<file path="config.mk">
export PLATFORM = sky130hd
export DESIGN_NAME = cell_link_pkt_arbiter_flat
export DESIGN_NICKNAME = d
export VERILOG_FILES = /design/src/rtl/cell_link_pkt_arbiter_if.sv /design/src/rtl/cell_link_pkt_arbiter.sv /design/src/flat_wrapper.sv
export SDC_FILE = /design/constraint.sdc
export NUM_CORES = 1
export LEC_CHECK = 0
export ABC_AREA = 1
export CORE_AREA = 2 2 101 103
export DETAILED_ROUTE_END_ITERATION = 6
export DIE_AREA = 0 0 103 105
export GPL_TIMING_DRIVEN = 0
export SLEW_MARGIN = 15
export SYNTH_ARGS = -nofsm -noshare
export SYNTH_HDL_FRONTEND = slang
export SYNTH_SLANG_ARGS = --single-unit
export TNS_END_PERCENT = 5
</file>
<file path="constraint.sdc">
create_clock -name ACLK -period 2.77 [get_ports ACLK]
set_input_delay 0.554 -clock ACLK [delete_from_list [all_inputs] [get_ports ACLK]]
set_output_delay 0.554 -clock ACLK [all_outputs]
set_load 0.005 [all_outputs]
</file>
<file path="src/rtl/cell_link_pkt_arbiter_if.sv">
// AXI4-Stream channel bundle shared by the two source ports and the merged output
// of the packet arbiter.
interface cell_link_pkt_arbiter_if #(
    parameter int DW = 32
);
    logic          TVALID;
    logic          TREADY;
    logic [DW-1:0] TDATA;
    logic          TLAST;

    modport master (output TVALID, TDATA, TLAST, input TREADY);
    modport slave  (input TVALID, TDATA, TLAST, output TREADY);
endinterface

</file>
<file path="src/rtl/cell_link_pkt_arbiter.sv">
// Two-source packet-granular AXI-Stream arbiter with round-robin contention, per-source
// request masking, packet counters and length truncation with drain of the overflow.
module cell_link_pkt_arbiter #(
    parameter int DW     = 32,
    parameter int MAXLEN = 64
) (
    input  logic                           ACLK,
    input  logic                           ARESETN,
    cell_link_pkt_arbiter_if.slave         S00_AXIS,
    cell_link_pkt_arbiter_if.slave         S01_AXIS,
    cell_link_pkt_arbiter_if.master        M00_AXIS,
    input  logic                           S00_ARB_REQ_SUPPRESS,
    input  logic                           S01_ARB_REQ_SUPPRESS,
    output logic [15:0]                    PKT_COUNT00,
    output logic [15:0]                    PKT_COUNT01,
    output logic [1:0]                     TRUNC_FLAG,
    input  logic                           TRUNC_CLEAR
);
    localparam int CW = $clog2(MAXLEN) + 1;

    typedef enum logic [2:0] {IDLE, GRANT0, GRANT1, DRAIN0, DRAIN1} state_t;

    state_t        state, state_next;
    logic          last_served, last_served_next;
    logic [CW-1:0] beat_cnt, beat_cnt_next;
    logic [1:0]    pkt_done, trunc_set;
    logic [1:0]    s_valid, s_last, s_ready, req;
    logic [DW-1:0] s_data [2];
    logic          sel, at_max;

    assign s_valid = {S01_AXIS.TVALID, S00_AXIS.TVALID};
    assign s_last  = {S01_AXIS.TLAST, S00_AXIS.TLAST};
    assign s_data[0] = S00_AXIS.TDATA;
    assign s_data[1] = S01_AXIS.TDATA;
    assign req     = s_valid & ~{S01_ARB_REQ_SUPPRESS, S00_ARB_REQ_SUPPRESS};
    assign S00_AXIS.TREADY = s_ready[0];
    assign S01_AXIS.TREADY = s_ready[1];

    // The current beat is the MAXLEN-th of the packet when MAXLEN-1 beats have gone.
    assign at_max = (beat_cnt == CW'(MAXLEN - 1));

    always_comb begin
        // NOTE: every output of this block gets a default first so no path infers a latch.
        state_next       = state;
        last_served_next = last_served;
        beat_cnt_next    = beat_cnt;
        pkt_done         = 2'b00;
        trunc_set        = 2'b00;
        s_ready          = 2'b00;
        sel              = 1'b0;
        M00_AXIS.TVALID  = 1'b0;
        M00_AXIS.TDATA   = '0;
        M00_AXIS.TLAST   = 1'b0;

        unique case (state)
            IDLE: begin
                beat_cnt_next = '0;
                if (req == 2'b11)  state_next = last_served ? GRANT0 : GRANT1;
                else if (req[0])   state_next = GRANT0;
                else if (req[1])   state_next = GRANT1;
            end
            GRANT0, GRANT1: begin
                sel             = (state == GRANT1);
                M00_AXIS.TVALID = s_valid[sel];
                M00_AXIS.TDATA  = s_data[sel];
                M00_AXIS.TLAST  = s_last[sel] | at_max;
                s_ready[sel]    = M00_AXIS.TREADY;
                if (s_valid[sel] && M00_AXIS.TREADY) begin
                    beat_cnt_next = beat_cnt + CW'(1);
                    if (s_last[sel] || at_max) begin
                        pkt_done[sel]    = 1'b1;
                        last_served_next = sel;
                        if (s_last[sel]) begin
                            state_next = IDLE;
                        end else begin
                            // Overflowing packet: close it downstream, swallow the rest.
                            trunc_set[sel] = 1'b1;
                            state_next     = sel ? DRAIN1 : DRAIN0;
                        end
                    end
                end
            end
            DRAIN0, DRAIN1: begin
                sel          = (state == DRAIN1);
                s_ready[sel] = 1'b1;
                if (s_valid[sel] && s_last[sel]) state_next = IDLE;
            end
            default: state_next = IDLE;
        endcase
    end

    always_ff @(posedge ACLK or negedge ARESETN) begin
        if (!ARESETN) begin
            state       <= IDLE;
            last_served <= 1'b1;
            beat_cnt    <= '0;
            PKT_COUNT00 <= '0;
            PKT_COUNT01 <= '0;
            TRUNC_FLAG  <= 2'b00;
        end else begin
            // NOTE: registered state uses non-blocking assignments so every flop samples pre-edge values.
            state       <= state_next;
            last_served <= last_served_next;
            beat_cnt    <= beat_cnt_next;
            PKT_COUNT00 <= PKT_COUNT00 + 16'(pkt_done[0]);
            PKT_COUNT01 <= PKT_COUNT01 + 16'(pkt_done[1]);
            // A new truncation beats a simultaneous clear.
            TRUNC_FLAG  <= (TRUNC_FLAG & ~{2{TRUNC_CLEAR}}) | trunc_set;
        end
    end
endmodule

</file>
<file path="src/flat_wrapper.sv">
// flat-port wrapper written by rule: the top's interface ports become plain ports
module cell_link_pkt_arbiter_flat 
#(
    parameter int DW     = 32,
    parameter int MAXLEN = 64
)
  (ACLK, ARESETN, S00_ARB_REQ_SUPPRESS, S01_ARB_REQ_SUPPRESS, PKT_COUNT00, PKT_COUNT01, TRUNC_FLAG, TRUNC_CLEAR, S00_AXIS_TVALID, S00_AXIS_TDATA, S00_AXIS_TLAST, S00_AXIS_TREADY, S01_AXIS_TVALID, S01_AXIS_TDATA, S01_AXIS_TLAST, S01_AXIS_TREADY, M00_AXIS_TVALID, M00_AXIS_TDATA, M00_AXIS_TLAST, M00_AXIS_TREADY);
  cell_link_pkt_arbiter_if #(.DW(DW)) S00_AXIS_i ();
  cell_link_pkt_arbiter_if #(.DW(DW)) S01_AXIS_i ();
  cell_link_pkt_arbiter_if #(.DW(DW)) M00_AXIS_i ();
  input  logic ACLK;
  input  logic ARESETN;
  input  logic S00_ARB_REQ_SUPPRESS;
  input  logic S01_ARB_REQ_SUPPRESS;
  output logic [15:0] PKT_COUNT00;
  output logic [15:0] PKT_COUNT01;
  output logic [1:0] TRUNC_FLAG;
  input  logic TRUNC_CLEAR;
  input wire logic [$bits(S00_AXIS_i.TVALID)-1:0] S00_AXIS_TVALID;
  input wire logic [$bits(S00_AXIS_i.TDATA)-1:0] S00_AXIS_TDATA;
  input wire logic [$bits(S00_AXIS_i.TLAST)-1:0] S00_AXIS_TLAST;
  output wire logic [$bits(S00_AXIS_i.TREADY)-1:0] S00_AXIS_TREADY;
  input wire logic [$bits(S01_AXIS_i.TVALID)-1:0] S01_AXIS_TVALID;
  input wire logic [$bits(S01_AXIS_i.TDATA)-1:0] S01_AXIS_TDATA;
  input wire logic [$bits(S01_AXIS_i.TLAST)-1:0] S01_AXIS_TLAST;
  output wire logic [$bits(S01_AXIS_i.TREADY)-1:0] S01_AXIS_TREADY;
  output wire logic [$bits(M00_AXIS_i.TVALID)-1:0] M00_AXIS_TVALID;
  output wire logic [$bits(M00_AXIS_i.TDATA)-1:0] M00_AXIS_TDATA;
  output wire logic [$bits(M00_AXIS_i.TLAST)-1:0] M00_AXIS_TLAST;
  input wire logic [$bits(M00_AXIS_i.TREADY)-1:0] M00_AXIS_TREADY;
  assign S00_AXIS_i.TVALID = S00_AXIS_TVALID;
  assign S00_AXIS_i.TDATA = S00_AXIS_TDATA;
  assign S00_AXIS_i.TLAST = S00_AXIS_TLAST;
  assign S00_AXIS_TREADY = S00_AXIS_i.TREADY;
  assign S01_AXIS_i.TVALID = S01_AXIS_TVALID;
  assign S01_AXIS_i.TDATA = S01_AXIS_TDATA;
  assign S01_AXIS_i.TLAST = S01_AXIS_TLAST;
  assign S01_AXIS_TREADY = S01_AXIS_i.TREADY;
  assign M00_AXIS_TVALID = M00_AXIS_i.TVALID;
  assign M00_AXIS_TDATA = M00_AXIS_i.TDATA;
  assign M00_AXIS_TLAST = M00_AXIS_i.TLAST;
  assign M00_AXIS_i.TREADY = M00_AXIS_TREADY;
  cell_link_pkt_arbiter #(.DW(DW), .MAXLEN(MAXLEN)) u_core (.ACLK(ACLK), .ARESETN(ARESETN), .S00_AXIS(S00_AXIS_i), .S01_AXIS(S01_AXIS_i), .M00_AXIS(M00_AXIS_i), .S00_ARB_REQ_SUPPRESS(S00_ARB_REQ_SUPPRESS), .S01_ARB_REQ_SUPPRESS(S01_ARB_REQ_SUPPRESS), .PKT_COUNT00(PKT_COUNT00), .PKT_COUNT01(PKT_COUNT01), .TRUNC_FLAG(TRUNC_FLAG), .TRUNC_CLEAR(TRUNC_CLEAR));
endmodule
</file>
==> results.yml <==
clock_tree:
  cts_hold_buf: 0
  clockRootBuffer: "clkbuf_8"
  cts_buffers: 5
  cts-htree-levels: 2
  numClockSinks: 45
  clk_pin_slew_ps: 90
  worstSkewPairLatency_ps: 290
  cts_buffer_depth: 2
  cts_tree: "built"
power:
  p_comb_share_pct: 60.5
  total_leakage_power_uw: 0.00211
  pwr-share-clk_pct: 12.3
  internal_power_uw: 1900
  total_power_uw: 3190
  seq_power_share_pct: 27.1
  swShare_pct: 40.5
  p_switching_uw: 1290
  ir_worst_vdd_mv: 0.421
  p_per_area_nw_per_um2: 690
routing:
  wire_per_inst_um: 13.5
  antenna_left: 0
  vias_per_cell: 4.54
  drc: 0
  firstDrtPassIters: 4
  vias: 2972
  wl_mm: 8.83
  drtIter0Drc: 190
grt:
  first_global_vias: 2822
  busiest_layer: "met2"
  overflow: 0
  grt_use_total_pct: 15.4
  use_met2_pct: 26.9
  antenna_found_initial: 0
  grt_first_pass_wirelength_mm: 13.5
  grtUsageMet1_pct: 19.1
  grt_max_degree: 28
  grt_use_met3_pct: 2.94
critical_path:
  worstSetupPathType: "reg -> out"
  endpoint: "M00_AXIS_TDATA[6]"
  crit_required_ps: 2220
  r2r_cells: 14
  r2r-start: "u_core.state[2]"
  start_kind: "register"
  timing.rr.end: "u_core.PKT_COUNT01[12]"
  crit_path_end_kind: "output port"
  crit_start: "u_core.state[2]"
  cp_max_fo: 10
  crit_arrival_ps: 2130
  rrSetupSlack_ps: 280
sta:
  slew_headroom_pct: 57.1
  finalSetupViolations: 0
  min_period_ps: 2680
  rsz0062_at_grt: "true"
  worstMarginPinSlew_ps: 644
  finalCritPeriodShare_pct: 96.9
  hold_viol: 0
  fmax_mhz: 373
  setup-tns-final_ps: 0
  drv_slew: 0
  clock_skew_ps: 13.4
synth:
  netlist_area_sq_um: 2830
  yosysWarnings: 0
  ys_top_cells_by_area: "dfrtp_1, nand2_1, a21oi_1, xor2_1, inv_1"
  yosysUniqueCellTypes: 34
  avgSynthCellArea_sq_um: 7.71
  synthCells: 367
  ys_ff_latch: 45
  synth_edf_count: 0
  synth_top_area_share_pct: 38.9
  syn_nets: 446
  synthArstFlopShare_pct: 100
  synth_top_area_cell: "dfrtp_1"
  ys_seq_area_share_pct: 39.8
  synthFlopType: "dfrtp_1"
place:
  numPortBuffers: 143
  dpl.hpwl_mm: 6.81
  finalWeightedCongestion: 0.839
finish:
  fillers: 949
  synthToLayoutAreaGrowth_pct: 63.2
  nNetsFinal: 600
  final_core_util_pct: 47.9
  ff_latch_area_sq_um: 1130
  antennaDiodeCount: 0
  layout-drive-gt1-share_pct: 12.5
  multiInputGateArea_sq_um: 1550
die:
  start_util_pct: 29.3
  die_height_um: 105
  coreArea_sq_um: 9640
  die_area_sq_um: 10800
  ioPinCount: 144
  num_rows: 36
  die_w_um: 103
status:
  status: "completed"
run:
  maxCapViolations: 0
hold_path:
  min_path_type: "in -> async"
state kept, by name, indices dropped and copies added, names as in the netlist:
| name | cells |
|---|---|
| u_core.last_served | 1 |
| u_core.beat_cnt | 7 |
| u_core.PKT_COUNT00 | 16 |
| u_core.state | 3 |
| u_core.TRUNC_FLAG | 2 |
| u_core.PKT_COUNT01 | 16 |
cells by family after synthesis:
kind of cell,Yosys count,share of synthesized area [%]
compound gates,54,10.5
xor+xnor,24,7.43
fa+ha+maj,5,2.21
buf+inv,42,7.21
flops,45,39.8
simple gates,197,32.8
metrics by stage:
step | hold slack (ps) | cells | cell area (sq um) | setup WS [ps]
2_1_floorplan | 258 | 367 | 2830 | 516
3_3_place_gp | 456 | 643 | 4430 | -282
3_5_place_dp | 468 | 644 | 4450 | -296
4_1_cts | 287 | 652 | 4530 | 7.20
5_1_grt | 316 | 655 | 4620 | -24.5
6_report | 274 | 655 | 4620 | 86.5
worst max-delay path, stage by stage, from the launching register on:
cell and delay [ps]:
dfrtp_2 480, inv_1 100, nand2_1 90, inv_2 90
nand2_2 60, buf_6 150, buf_2 190, a21oi_1 170
clkdlybuf4s50_1 530
power by group through the flow:
stage               combinational [uW]  sequential [uW]  clock, uW
floorplan                          953              851          0
global placement                  1870              864          0
detailed placement                1910              870          0
CTS                               1910              857        414
global route                      2110              878        441
finish                            1930              865        393
metal layers:
layer	vias to the layer above	wire, um
li1	1481	-
met1	1388	3710
met2	95	4420
met3	8	591
met4	0	103
met5	-	0
layout by cell type, fill, tap and decap left out, drive strengths merged:
cell	instances
clkdlybuf4s50	139
nand2	132
dfrtp	44
a21oi	37
inv	30
nor2	26
nand3	18
xor2	16
buf	16
o21ai	12
xnor2	8
nor3	7
clkbuf	7
nand3b	6
nand4	6
ha	5
a31oi	3
dlymetal6s2s	3
clkinv	1
a211oi	1
nor4	1
a21o	1
or2	1
clkinvlp	1
dfstp	1
synth_stat cells, types with 2 or more instances:
master and instances:
a21oi_1 36, nor2_1 21, xnor2_1 8, nand3_2 2, o21ai_2 4, inv_1 26, nor2_2 2, ha_1 5
buf_2 6, nor3_1 5, o21ai_0 4, nor3_2 2, nand4_1 5, a31oi_1 3, xor2_1 16, o21ai_1 4
inv_2 4, nand2_2 4, nand2_1 123, nand2_4 5, buf_6 5, dfrtp_1 44, nor2_4 3, nand3b_1 6
nand3_1 15
area by class of cell:
cell class	count	area share, %
Timing Repair Buffer	147	32.1
Clock inverter	1	0.163
Clock buffer	7	1.65
Sequential cell	45	24.5
Multi-Input combinational cell	280	33.5
Inverter	31	2.55
Buffer	11	1.87
Tap cell	133	3.60
repair_timing:
item / CTS / global route
gates resized for setup: 0 / 18
endpoints found under the hold margin: 0 / 0
setup endpoints to repair: 0 / 42
buffers inserted: 0 / 3
how the worst min path moves through the flow:
| stage | slack [ps] | cells after the start | to | from |
|---|---|---|---|---|
| final | 270 | 1 | u_core.PKT_COUNT01[13] | ARESETN |
| after global placement | 460 | 1 | u_core.PKT_COUNT01[15] | u_core.PKT_COUNT01[15] |
| after floorplan | 260 | 0 | u_core.PKT_COUNT00[0] | ARESETN |
| after CTS | 290 | 1 | u_core.PKT_COUNT01[13] | ARESETN |
| after global routing | 320 | 1 | u_core.PKT_COUNT01[9] | ARESETN |
| after detailed placement | 470 | 2 | u_core.TRUNC_FLAG[0] | u_core.TRUNC_FLAG[0] |
No activity file was read; power rests on OpenSTA's default activity.
